===== config.mk =====
export PLATFORM = sky130hd
export DESIGN_NAME = gpr_issue_flat
export DESIGN_NICKNAME = d
export VERILOG_FILES = /design/src/rtl/gpr_issue_if.sv /design/src/rtl/gpr_issue.sv /design/src/flat_wrapper.sv
export SDC_FILE = /design/constraint.sdc
export NUM_CORES = 1
export LEC_CHECK = 0
export ABC_AREA = 1
export CAP_MARGIN = 40
export CORE_ASPECT_RATIO = 0.8
export CORE_UTILIZATION = 45
export DETAILED_ROUTE_END_ITERATION = 8
export GPL_TIMING_DRIVEN = 0
export MAX_ROUTING_LAYER = met4
export PLACE_DENSITY = 0.87
export REMOVE_ABC_BUFFERS = 1
export SLEW_MARGIN = 25
export SYNTH_ARGS = -nofsm -noshare
export SYNTH_HDL_FRONTEND = slang
export SYNTH_SLANG_ARGS = --single-unit

===== constraint.sdc =====
create_clock -name clk -period 3.8 [get_ports clk]
set_input_delay 0.38 -clock clk [delete_from_list [all_inputs] [get_ports clk]]
set_output_delay 0.38 -clock clk [all_outputs]
set_load 0.005 [all_outputs]

===== src/rtl/gpr_issue_if.sv =====
// Master/slave views of the general-purpose register file buses.
// The read bus has two ports. The write bus uses an active-low write enable.
interface gpr_rd_bus_io #(
    parameter int ADDR_W = 5,
    parameter int DATA_W = 32
);
    logic [ADDR_W-1:0] addr_0;
    logic [ADDR_W-1:0] addr_1;
    logic [DATA_W-1:0] data_0;
    logic [DATA_W-1:0] data_1;

    modport master (output addr_0, addr_1, input data_0, data_1);
    modport slave  (input addr_0, addr_1, output data_0, data_1);
endinterface

interface gpr_wr_bus_io #(
    parameter int ADDR_W = 5,
    parameter int DATA_W = 32
);
    logic [ADDR_W-1:0] addr;
    logic [DATA_W-1:0] data;
    logic              we_;

    modport master (output addr, data, we_);
    modport slave  (input addr, data, we_);
endinterface


===== src/rtl/gpr_issue.sv =====
// Operand-issue stage. It reads two sources, registers them for execute, tracks
// in-flight destinations in a busy scoreboard and forwards writebacks to the file.
module gpr_issue #(
    parameter int GPR_NUM = 32,
    parameter int ADDR_W  = 5,
    parameter int DATA_W  = 32
) (
    input  logic              clk,
    input  logic              rst,
    input  logic              in_valid,
    output logic              in_ready,
    input  logic [ADDR_W-1:0] in_ra,
    input  logic [ADDR_W-1:0] in_rb,
    input  logic [ADDR_W-1:0] in_dst,
    input  logic              in_dst_we,
    output logic              out_valid,
    input  logic              out_ready,
    output logic [DATA_W-1:0] out_op_a,
    output logic [DATA_W-1:0] out_op_b,
    output logic [ADDR_W-1:0] out_dst,
    output logic              out_dst_we,
    input  logic              wb_valid,
    input  logic [ADDR_W-1:0] wb_addr,
    input  logic [DATA_W-1:0] wb_data,
    gpr_rd_bus_io.master      rd,
    gpr_wr_bus_io.master      wr,
    output logic              busy_any,
    output logic              wb_spurious
);
    localparam logic ENABLE_  = 1'b0;
    localparam logic DISABLE_ = 1'b1;

    typedef struct packed {
        logic              vld;
        logic [DATA_W-1:0] op_a;
        logic [DATA_W-1:0] op_b;
        logic [ADDR_W-1:0] dst;
        logic              dst_we;
    } issue_reg_t;

    issue_reg_t         out_q, out_d;
    logic [GPR_NUM-1:0] busy_q, busy_d;
    logic               spurious_q, spurious_d;
    logic               clr_a, clr_b, clr_dst;
    logic               hazard, issue;

    assign rd.addr_0 = in_ra;
    assign rd.addr_1 = in_rb;
    assign wr.addr   = wb_addr;
    assign wr.data   = wb_data;
    assign wr.we_    = wb_valid ? ENABLE_ : DISABLE_;

    always_comb begin
        clr_a   = wb_valid && (wb_addr == in_ra);
        clr_b   = wb_valid && (wb_addr == in_rb);
        clr_dst = wb_valid && (wb_addr == in_dst);
        // A same-cycle writeback releases its waiter. The file bypass supplies the value.
        hazard  = (busy_q[in_ra] && !clr_a) ||
                  (busy_q[in_rb] && !clr_b) ||
                  (in_dst_we && busy_q[in_dst] && !clr_dst);
        in_ready = (!out_q.vld || out_ready) && !hazard;
        issue    = in_valid && in_ready;

        out_d = out_q;
        if (issue) begin
            out_d.vld    = 1'b1;
            out_d.op_a   = rd.data_0;
            out_d.op_b   = rd.data_1;
            out_d.dst    = in_dst;
            out_d.dst_we = in_dst_we;
        end else if (out_ready) begin
            out_d.vld = 1'b0;
        end

        // Clear first, then set, so a new producer wins over a retiring one.
        busy_d = busy_q;
        if (wb_valid)
            busy_d[wb_addr] = 1'b0;
        if (issue && in_dst_we)
            busy_d[in_dst] = 1'b1;

        spurious_d = spurious_q || (wb_valid && !busy_q[wb_addr]);
    end

    always_ff @(posedge clk) begin
        if (rst) begin
            out_q      <= '0;
            busy_q     <= '0;
            spurious_q <= 1'b0;
        end else begin
            out_q      <= out_d;
            busy_q     <= busy_d;
            spurious_q <= spurious_d;
        end
    end

    assign out_valid   = out_q.vld;
    assign out_op_a    = out_q.op_a;
    assign out_op_b    = out_q.op_b;
    assign out_dst     = out_q.dst;
    assign out_dst_we  = out_q.dst_we;
    assign busy_any    = |busy_q;
    assign wb_spurious = spurious_q;
endmodule

===== src/flat_wrapper.sv =====
// flat-port wrapper written by rule: the top's interface ports become plain ports
module gpr_issue_flat 
#(
    parameter int GPR_NUM = 32,
    parameter int ADDR_W  = 5,
    parameter int DATA_W  = 32
)
  (clk, rst, in_valid, in_ready, in_ra, in_rb, in_dst, in_dst_we, out_valid, out_ready, out_op_a, out_op_b, out_dst, out_dst_we, wb_valid, wb_addr, wb_data, busy_any, wb_spurious, rd_addr_0, rd_addr_1, rd_data_0, rd_data_1, wr_addr, wr_data, wr_we_);
  gpr_rd_bus_io #(.ADDR_W(ADDR_W), .DATA_W(DATA_W)) rd_i ();
  gpr_wr_bus_io #(.ADDR_W(ADDR_W), .DATA_W(DATA_W)) wr_i ();
  input  logic clk;
  input  logic rst;
  input  logic in_valid;
  output logic in_ready;
  input  logic [ADDR_W-1:0] in_ra;
  input  logic [ADDR_W-1:0] in_rb;
  input  logic [ADDR_W-1:0] in_dst;
  input  logic in_dst_we;
  output logic out_valid;
  input  logic out_ready;
  output logic [DATA_W-1:0] out_op_a;
  output logic [DATA_W-1:0] out_op_b;
  output logic [ADDR_W-1:0] out_dst;
  output logic out_dst_we;
  input  logic wb_valid;
  input  logic [ADDR_W-1:0] wb_addr;
  input  logic [DATA_W-1:0] wb_data;
  output logic busy_any;
  output logic wb_spurious;
  output wire logic [$bits(rd_i.addr_0)-1:0] rd_addr_0;
  output wire logic [$bits(rd_i.addr_1)-1:0] rd_addr_1;
  input wire logic [$bits(rd_i.data_0)-1:0] rd_data_0;
  input wire logic [$bits(rd_i.data_1)-1:0] rd_data_1;
  output wire logic [$bits(wr_i.addr)-1:0] wr_addr;
  output wire logic [$bits(wr_i.data)-1:0] wr_data;
  output wire logic [$bits(wr_i.we_)-1:0] wr_we_;
  assign rd_addr_0 = rd_i.addr_0;
  assign rd_addr_1 = rd_i.addr_1;
  assign rd_i.data_0 = rd_data_0;
  assign rd_i.data_1 = rd_data_1;
  assign wr_addr = wr_i.addr;
  assign wr_data = wr_i.data;
  assign wr_we_ = wr_i.we_;
  gpr_issue #(.GPR_NUM(GPR_NUM), .ADDR_W(ADDR_W), .DATA_W(DATA_W)) u_core (.clk(clk), .rst(rst), .in_valid(in_valid), .in_ready(in_ready), .in_ra(in_ra), .in_rb(in_rb), .in_dst(in_dst), .in_dst_we(in_dst_we), .out_valid(out_valid), .out_ready(out_ready), .out_op_a(out_op_a), .out_op_b(out_op_b), .out_dst(out_dst), .out_dst_we(out_dst_we), .wb_valid(wb_valid), .wb_addr(wb_addr), .wb_data(wb_data), .rd(rd_i), .wr(wr_i), .busy_any(busy_any), .wb_spurious(wb_spurious));
endmodule

Word level (Yosys, flattened, before mapping):

Cells that the tools add are included.

* register bits: 104
* latch bits: 0
* bits in writable memories: 0
* memory bits (read-only): 0
* input bits: 122
* output and inout bits: 122
* logic and storage cells: 61
* memories kept: 0

* add/sub/neg operators: 0
* multiply operators: 0
* divide/modulo/power cells: 0
* magnitude comparators: 6
* equal/unequal tests: 3
* shift-type cells: 0
* mux-type cells: 17
* bitwise gates (word level): 3
* reduce and logical (&&, ||, !) cells: 25

Operators with widths (count)
* 32-bit 2-to-1 mux: 2
* 32-bit bitwise AND: 1
* 32-bit inverter: 1
* 32-bit OR: 1
* 32-bit OR reduction: 1
* 5-bit by 6-bit < comparator with 1-bit output (second input constant): 4
* 1-bit binary-select mux with 5-bit select: 4
* 5-bit == test: 3
* 1-bit logical AND: 13
* 1-bit demux with 5-bit select: 2
* 5-bit by 1-bit greater-or-equal comparator with 1-bit output (second input constant): 2
* 1-bit 2-to-1 mux: 9
* 1-bit zero test: 6
* 1-bit logical OR: 4
* 2-bit nonzero test: 1

Longest topological paths before layout:

Gate-level depths: netlist (run 1).

* word-level depth: 11
* depth in mapped cells: 18
* depth with buffers taken out: 15

Worst setup path after synthesis (run 1):

No wires, ideal clock.

* kind: input port to flip-flop
* from: input in_dst[0]
* to: register u_core.busy_q[23]
* setup time: 71 ps
* arrival time: 1910 ps
* required time: 3729 ps
* path slack: 1819 ps
* cell stages on the path: 18
* path buffers: 4
* cell sequence: buf_4 > inv_4 > buf_6 > nand2_1 > nand2_1 > nand2_1 > nand2_1 > nand2_1 > nand2_1 > nor2_1 > nand2_1 > a21oi_2 > nand3_2 > nor2_4 > buf_8 > buf_8 > nand3_2 > a21oi_2

* cells in the longest elaborated chain, start to end: 10
* elaborated cells on any way between the ends: 19
* classes of those cells: 2 x order compare; 1 x eq/ne; 5 x mux; 1 x bitwise; 10 x reduce/logical

Ends and longest elaborated chain
* start: declaration: line flat_wrapper.sv:17 `input logic [ADDR_W-1:0] in_dst;`
* 1-bit binary-select mux with 5-bit select or 5-bit == test (tied branches): line gpr_issue.sv:60, gpr_issue.sv:56
* 1-bit 2-to-1 mux (not written as such) or 1-bit logical AND (tied branches): line gpr_issue.sv:60, gpr_issue.sv:56
* 1-bit logical AND or 1-bit zero test (tied branches): line gpr_issue.sv:60 `(in_dst_we && busy_q[in_dst] && !clr_dst);`
* 1-bit logical AND: line gpr_issue.sv:60
* 1-bit logical OR: line gpr_issue.sv:59 `(busy_q[in_rb] && !clr_b) ||`
* 1-bit zero test: line gpr_issue.sv:61 `in_ready = (!out_q.vld || out_ready) && !hazard;`
* 1-bit logical AND: line gpr_issue.sv:61
* 1-bit logical AND: line gpr_issue.sv:62 `issue = in_valid && in_ready;`
* 1-bit logical AND: line gpr_issue.sv:79 `if (issue && in_dst_we)`
* 32-bit 2-to-1 mux (*): line gpr_issue.sv:79
* end signal: assignment: line gpr_issue.sv:92 `busy_q <= busy_d;`
* end: declaration: line gpr_issue.sv:42 `logic [GPR_NUM-1:0] busy_q, busy_d;`

Mark *: on every way between the ends. The rest lies on a longest branch, timed or not. The select of a mux whose other input is x is not followed.
A chain may end at the register's enable or synchronous reset.

Worst setup path in the final report (run 1):

* from: input in_ra[0]
* to: register u_core.out_q, in the netlist u_core.out_op_b[28]

* cells in the longest elaborated chain, start to end: 9
* elaborated cells on any way between the ends: 11
* classes of those cells: 1 x eq/ne; 2 x mux; 8 x reduce/logical

Ends and longest elaborated chain
* start: declaration: line flat_wrapper.sv:15 `input logic [ADDR_W-1:0] in_ra;`
* parallel branches: the longest is 3 deep, another holds 1-bit binary-select mux with 5-bit select
* 1-bit logical AND (*): line gpr_issue.sv:58 `hazard = (busy_q[in_ra] && !clr_a) ||`
* 1-bit logical OR (*): line gpr_issue.sv:58
* 1-bit logical OR (*): line gpr_issue.sv:59
* 1-bit zero test (*): line gpr_issue.sv:61
* 1-bit logical AND (*): line gpr_issue.sv:61
* 1-bit logical AND (*): line gpr_issue.sv:62
* end signal: assignment: line gpr_issue.sv:91 `out_q <= out_d;`
* end: declaration: line gpr_issue.sv:41 `issue_reg_t out_q, out_d;`

Mark *: on every way between the ends. The select of a mux whose other input is x is not followed.

==> summary.md, run 1 <==
| Metric | Value |
|---|---|
| Outcome | finished, final reports clean |
| Ratio of cells with drive above 1 in the final layout | 9.44% |
| Antenna Nets Post-Route | 0 |
| Post-synthesis sequential area ratio | 33.4% |
| Die X | 134 um |
| First-pass GRT wire length | 32600 um |
| Area grow syn2layout | 28.4% |
| Initial antenna violation count | 0 |
| Core area | 13600 sq um |
| Total global routing overflow | 0 |
| Cells after Synth | 917 |
| Post-Synth Simple-Gate Area | 33.4% |
| Power density over cell area | 343 nW/um^2 |
| Syn Area/Cell | 6.79 sq um |
| Placement Rows | 38 |
| Leak | 3.14 nW |
| Post-CTS setup buffer count | 0 |
| Slew HR | 45.8% |
| GRT Total Usage | 30.2% |
| Most frequent cells in the layout | 193 x nor2_1, 174 x clkdlybuf4s50_1, 161 x nand2_1 |
| Multiplexer area fraction after synthesis | 0% |
| Setup slack, reg-to-reg | 1110 ps |
| DRC | 0 |
| Vias in the first global route | 6227 |
| Reported max-cap violation count | 0 |
| Initial core utilization | 46.0% |
| Final setup viols | 0 |
| Layout Nets | 1134 |
| Final hold slack | 406 ps |
| Max Freq | 298 MHz |
| Drt initial violations | 661 |
| CTS tree | done |
| Placer Congestion | 1.01 |
| CP required | 4030 ps |
| Sw frac | 27.9% |
| Post-synthesis adder-cell area fraction | 0% |
| Yosys reg bits | 104 |
| Worst Tran Pin Value | 811 ps |
| RSZ-0062 raised after global routing | no |
| Ys flop type | dfxtp_1 |
| Pin count of the biggest net entering global routing | 71 |
| IO Port Bufs | 179 |
| Clk_skew | 12.0 ps |
| CP startpoint kind | input port |
| Core Util, Final | 59.0% |
| CTS H-tree lvls | 3 |
| CP arrival | 3590 ps |
| Largest family of logic cells by synthesized area | simple AND/OR/NAND/NOR gates |
| Max Transition Viols Final | 0 |
| Crit end category | flop |
| Period utilisation layout | 88.3% |
| Compound-Gate Fraction of Synth Area | 17.9% |
| WS Path Type | in2reg |
| Net Sw Power | 0.000765 W |
| Final wirelength | 20800 um |
| Root Driver | clkbuf_16 |
| ANT cells | 0 |
| Worst-Skew Late Latency | 340 ps |
| I/O Pins | 244 |
| Synth Area in XOR/XNOR | 0.422% |
| Critical path peak fanout | 70 |
| Final hold vios | 0 |
| Most common cell after layout, fill and taps aside | nor2_1 |
| Clock Path Buffers | 2 |
| Vias/cell | 5.52 |
| FFs w/ async S/R, synth | 0% |
| Chip height | 107 um |
| Maximum vdd drop | 256 uV |
| Mapped Area | 6230 sq um |
| DP Wirelength | 15300 um |
| Pint | 0.00198 W |
| Fin crit period | 3350 ps |
| Routed len/inst | 17.3 um |
| Routed via count | 6606 |
| CTS Sinks | 104 |
| Num CTS Buffers | 9 |
| Comb power frac | 22.0% |
| Sequential share of power | 43.5% |
| Min-delay worst type | in2reg |
| Post-synth EDFFs | 0 |
| Initial DRT Pass Iterations | 6 |
| Die ar. | 14300 sq um |
| Post-synth cell types | 33 |
| CTS clock-pin slew for the worst setup and hold paths | 80 ps |
| Clock share of power | 34.5% |
| Setup TNS | 0 ps |
| Ys Warns | 0 |
## cells by family after synthesis
group | after synthesis
AOI/OAI and AO/OA | 184
buffers and inverters | 160
and+or+nand+nor | 466
DFF | 104
xor gates and xnor gates | 3
## cells in the mapped netlist (17+ instances only)
library cell	n	share of area, %
a21oi_2	32	4.5
buf_2	17	1.4
buf_4	51	6.1
clkbuf_1	22	1.3
dfxtp_1	104	33
inv_1	56	3.4
nand2_1	161	9.7
nand3_1	46	3.7
nand3_2	33	5.3
nor2_1	193	12
nor3_1	18	1.4
o21ai_0	84	6.8
o21ai_1	29	2.3
## power groups by stage
stage / sequential [W] / clock (W) / combinational, W
global route: 0.00120 / 0.00102 / 0.000654
global placement: 0.00121 / 0 / 0.000570
finish: 0.00119 / 0.000947 / 0.000605
CTS: 0.00119 / 0.000970 / 0.000602
floorplan: 0.00122 / 0 / 0.000199
detailed placement: 0.00122 / 0 / 0.000600
## through the flow
step	instance area (sq um)	total power (W)	instances	setup slack, ps
6_report	8000	0.00275	1197	445
5_1_grt	8000	0.00288	1197	126
4_1_cts	7990	0.00277	1197	138
3_5_place_dp	7690	0.00182	1181	-216
3_3_place_gp	7540	0.00178	1174	-2630
2_1_floorplan	5520	0.00142	815	161
## routing by layer
metal	up-vias	track usage (%)	part of all wire [%]
met5	-	-	0
met4	0	10.6	2.0
met3	45	14.8	15
met2	412	41.6	41
met1	3001	37.9	42
li1	3148	-	-
## final cells by class
class                      instances  area [sq um]
clock inverter                     7          78.8
multi-input combinational        653          3220
fill                            1300          5550
tap                              180           225
clock buffer                       9           225
sequential                       104          2080
timing repair buffer             186          1940
inverter                          58           225
## path summary, 6_finish.rpt
kind	startpoint	endpoint	cells past startpoint
worst max-delay path	in_ra[0]	u_core.out_op_b[28]$_SDFFE_PP0P_	16
worst min register to register	u_core.out_dst_we$_SDFFE_PP0P_	u_core.out_dst_we$_SDFFE_PP0P_	2
worst max register to register	u_core.busy_q[19]$_SDFF_PP0_	u_core.out_op_b[28]$_SDFFE_PP0P_	16
worst min-delay path	rst	u_core.wb_spurious$_SDFF_PP0_	2
## critical path, stage by stage
cell and delay [ps]:
dlymetal6s2s_1 610, inv_1 450, nand2_1 140, nand3_1 70, nand3_1 110, nand2_1 110
nand2_1 70, nand3b_1 70, nand3_1 140, nand3_2 120, nor2_4 280, buf_12 240
buf_12 210, inv_4 250, nor2_1 200, nor2_1 60
## timing repair
item | in CTS | in global routing
setup endpoints to repair | 0 | 71
hold buffers | 0 | 0
gates resized for setup | 0 | 3
## state kept, by name (all words and copies together), names as in the netlist
name	cells
u_core.busy_q	32
u_core.out_op_a	32
u_core.out_op_b	32
u_core.out_dst	5
u_core.out_dst_we	1
u_core.out_valid	1
u_core.wb_spurious	1
Note: power is estimated with default switching activity, not from simulation.
==> run 2, diff against run 1 <==
TNS_END_PERCENT = 10   (was unset)
==> results of run 2 <==
Final layout, timing and power as in run 1 (identical DEF).
==> run 3, diff against run 2 <==
CELL_PAD_IN_SITES_DETAIL_PLACEMENT = 0   (was unset)
CELL_PAD_IN_SITES_GLOBAL_PLACEMENT = 1   (was unset)
CORE_UTILIZATION = 33   (was 45)
GPL_TIMING_DRIVEN = unset   (was 0)
PLACE_DENSITY = 0.93   (was 0.87)
SETUP_SLACK_MARGIN = 0.3   (was unset)
==> summary.md, run 3 (synthesis results as in run 1) <==
| Metric | Value |
|---|---|
| Net Sw Power | 0.000772 W (was 0.000765 W) |
| Sum of buffers and inverters on the critical path | 4 (was 5) |
| Power density over cell area | 355 nW/um^2 (was 343 nW/um^2) |
| Slew HR | 54.1% (was 45.8%) |
| Reported max-cap violation count | 0 (unchanged) |
| CP arrival | 2640 ps (was 3590 ps) |
| Most frequent cells in the layout | 193 x nor2_1, 176 x clkdlybuf4s50_1, 161 x nand2_1 (was 193 x nor2_1, 174 x clkdlybuf4s50_1, 161 x nand2_1) |
| Die X | 156 um (was 134 um) |
| Initial core utilization | 34.0% (was 46.0%) |
| CP top delay family | buffers and inverters (unchanged) |
| Num CTS Buffers | 9 (unchanged) |
| CTS H-tree lvls | 3 (unchanged) |
| I/O Pins | 244 (unchanged) |
| Routed via count | 6615 (was 6606) |
| CP required | 3420 ps (was 4030 ps) |
| Antenna Nets Post-Route | 0 (unchanged) |
| WS Path Type | in2out (was in2reg) |
| Ratio of cells with drive above 1 in the final layout | 9.87% (was 9.44%) |
| Min-delay worst type | reg2reg (was in2reg) |
| Leak | 3.14 nW (about the same) |
| DRC | 0 (unchanged) |
| Fin crit period | 3020 ps (was 3350 ps) |
| Vias/cell | 5.18 (was 5.52) |
| Fillcell total | 1900 (was 1300) |
| RSZ-0062 raised after global routing | no (unchanged) |
| Slowest library cell on the worst path | clkdlybuf4s50_1 (was dlymetal6s2s_1) |
| IO Port Bufs | 179 (unchanged) |
| Hold wc startpoint | u_core.out_dst_we$_SDFFE_PP0P_ (was rst) |
| Post-CTS setup buffer count | 0 (unchanged) |
| Sequential share of power | 41.6% (was 43.5%) |
| Clk_skew | 8.35 ps (was 12.0 ps) |
| Setup TNS | 0 ps (unchanged) |
| Final hold slack | 481 ps (was 406 ps) |
| Max Transition Viols Final | 0 (unchanged) |
| CP startpoint kind | input port (unchanged) |
| Period utilisation layout | 79.4% (was 88.3%) |
| Total global routing overflow | 0 (unchanged) |
| Final hold vios | 0 (unchanged) |
| Final Worst Setup Slack | 782 ps (was 445 ps) |
| Clock share of power | 37.6% (was 34.5%) |
| Routed len/inst | 18.4 um (was 17.3 um) |
| First-pass GRT wire length | 35600 um (was 32600 um) |
| Vias in the first global route | 6044 (was 6227) |
| Total design power | 0.00288 W (was 0.00275 W) |
| Max Freq | 331 MHz (was 298 MHz) |
| Placement Rows | 44 (was 38) |
| Drt initial violations | 759 (was 661) |
| Maximum vdd drop | 189 uV (was 256 uV) |
| Pre-CTS setup slack | 518 ps (was -216 ps) |
| CTS clock-pin slew for the worst setup and hold paths | 80 ps (about the same) |
| GRT Total Usage | 24.7% (was 30.2%) |
| Layout Nets | 1140 (was 1134) |
| Area grow syn2layout | 30.2% (was 28.4%) |
| DP Wirelength | 17000 um (was 15300 um) |
| Pint | 0.00211 W (was 0.00198 W) |
| Crit path cell chain | clkdlybuf4s50_1 -> inv_1 -> nor2_1 -> o21ai_0 -> nand3_1 -> nand3_1 -> nand3_1 -> nand3_1 -> nand3_2 -> inv_1 -> clkdlybuf4s50_1 (was dlymetal6s2s_1 -> inv_1 -> nand2_1 -> nand3_1 -> nand3_1 -> nand2_1 -> nand2_1 -> nand3b_1 -> nand3_1 -> nand3_2 -> nor2_4 -> buf_12 -> buf_12 -> inv_4 -> nor2_1 -> nor2_1) |
| Worst Tran Pin Value | 687 ps (was 811 ps) |
| Reg-to-reg critical path startpoint | u_core.busy_q[25]$_SDFF_PP0_ (was u_core.busy_q[19]$_SDFF_PP0_) |
| Critical path origin | in_ra[1] (was in_ra[0]) |
| Root Driver | clkbuf_16 (unchanged) |
| ANT cells | 0 (unchanged) |
| Final setup viols | 0 (unchanged) |
| Clock Path Buffers | 2 (unchanged) |
| Critical path peak fanout | 11 (was 70) |
| CTS tree | done (unchanged) |
| Initial DRT Pass Iterations | 7 (was 6) |
| Sw frac | 26.8% (was 27.9%) |
| Crit-path max cell delay | 590 ps (was 610 ps) |
| Placer Congestion | 1.05 (was 1.01) |
| CTS Sinks | 104 (unchanged) |
| Outcome | finished, final reports clean (unchanged) |
| Worst-Skew Late Latency | 340 ps (about the same) |
| Final wirelength | 23500 um (was 20800 um) |
| Initial antenna violation count | 0 (unchanged) |
| Most common cell on crit path | nand3_1 |
| Crit end category | output port (was flop) |
| Die ar. | 19400 sq um (was 14300 sq um) |
| Most common cell after layout, fill and taps aside | nor2_1 (unchanged) |
| Chip height | 125 um (was 107 um) |
| Core area | 18300 sq um (was 13600 sq um) |
| Comb power frac | 20.8% (was 22.0%) |
| Pin count of the biggest net entering global routing | 70 (was 71) |
run 3: cell count changes in the layout (fill, tap and decap cells not counted):
cell	delta
clkinv_2	-1
buf_4	+10
inv_6	-1
inv_2	+2
bufinv_16	+2
inv_4	-2
buf_12	-1
clkdlybuf4s50_1	+2
clkinv_4	-1
clkbuf_1	+1
buf_8	-1
dlymetal6s2s_1	-2
buf_16	-2
run 3: repair_timing:
action	in CTS	in global routing
setup endpoints to repair	0	1
gates resized for setup	0	1
endpoints found under the hold margin	0	0
hold buffers	0	0
run 3: path summary, 6_finish.rpt:
path                                                        to  slack, ps  cells after the start
worst max-delay path                                  in_ready        780                     11
worst min-delay path            u_core.out_dst_we$_SDFFE_PP0P_        480                      2
worst max register to register    u_core.busy_q[11]$_SDFF_PP0_       1500                     14
worst min register to register  u_core.out_dst_we$_SDFFE_PP0P_        480                      2
run 3: metrics by stage:
step	util (%)	instance area, sq um	cells
2_1_floorplan	-	5520	815
3_3_place_gp	42.2	7740	1259
3_5_place_dp	42.3	7760	1260
4_1_cts	44.2	8100	1276
5_1_grt	44.2	8110	1276
6_report	44.2	8110	1276
run 3: worst min-delay path, stage by stage (launching register included):
cell and delay (ps):
dfxtp_1 320, nand2_1 70, a21oi_2 40
run 3: final cells by class:
class | count | area (sq um) | share of cell area [%]
timing repair buffer | 192 | 1920 | 23.7
clock inverter | 6 | 116 | 1.44
sequential | 104 | 2080 | 25.7
multi-input combinational | 653 | 3220 | 39.7
tap | 253 | 317 | 3.91
inverter | 58 | 220 | 2.72
clock buffer | 10 | 229 | 2.82
run 3: power by group through the flow:
stage / clock [W] / combinational (W) / sequential (W)
after floorplan: 0 / 0.000199 / 0.00122
after global placement: 0 / 0.000591 / 0.00122
after detailed placement: 0 / 0.000596 / 0.00122
after CTS: 0.00110 / 0.000598 / 0.00120
after global routing: 0.00115 / 0.000651 / 0.00120
final: 0.00108 / 0.000599 / 0.00120
run 3: per-layer routing:
layer	up-vias	global-route usage, %	wire length, um
met5	-	-	0
met4	0	4.27	280
met3	29	12.1	3010
met2	363	32.8	9430
met1	3067	33.4	10800
li1	3156	-	-
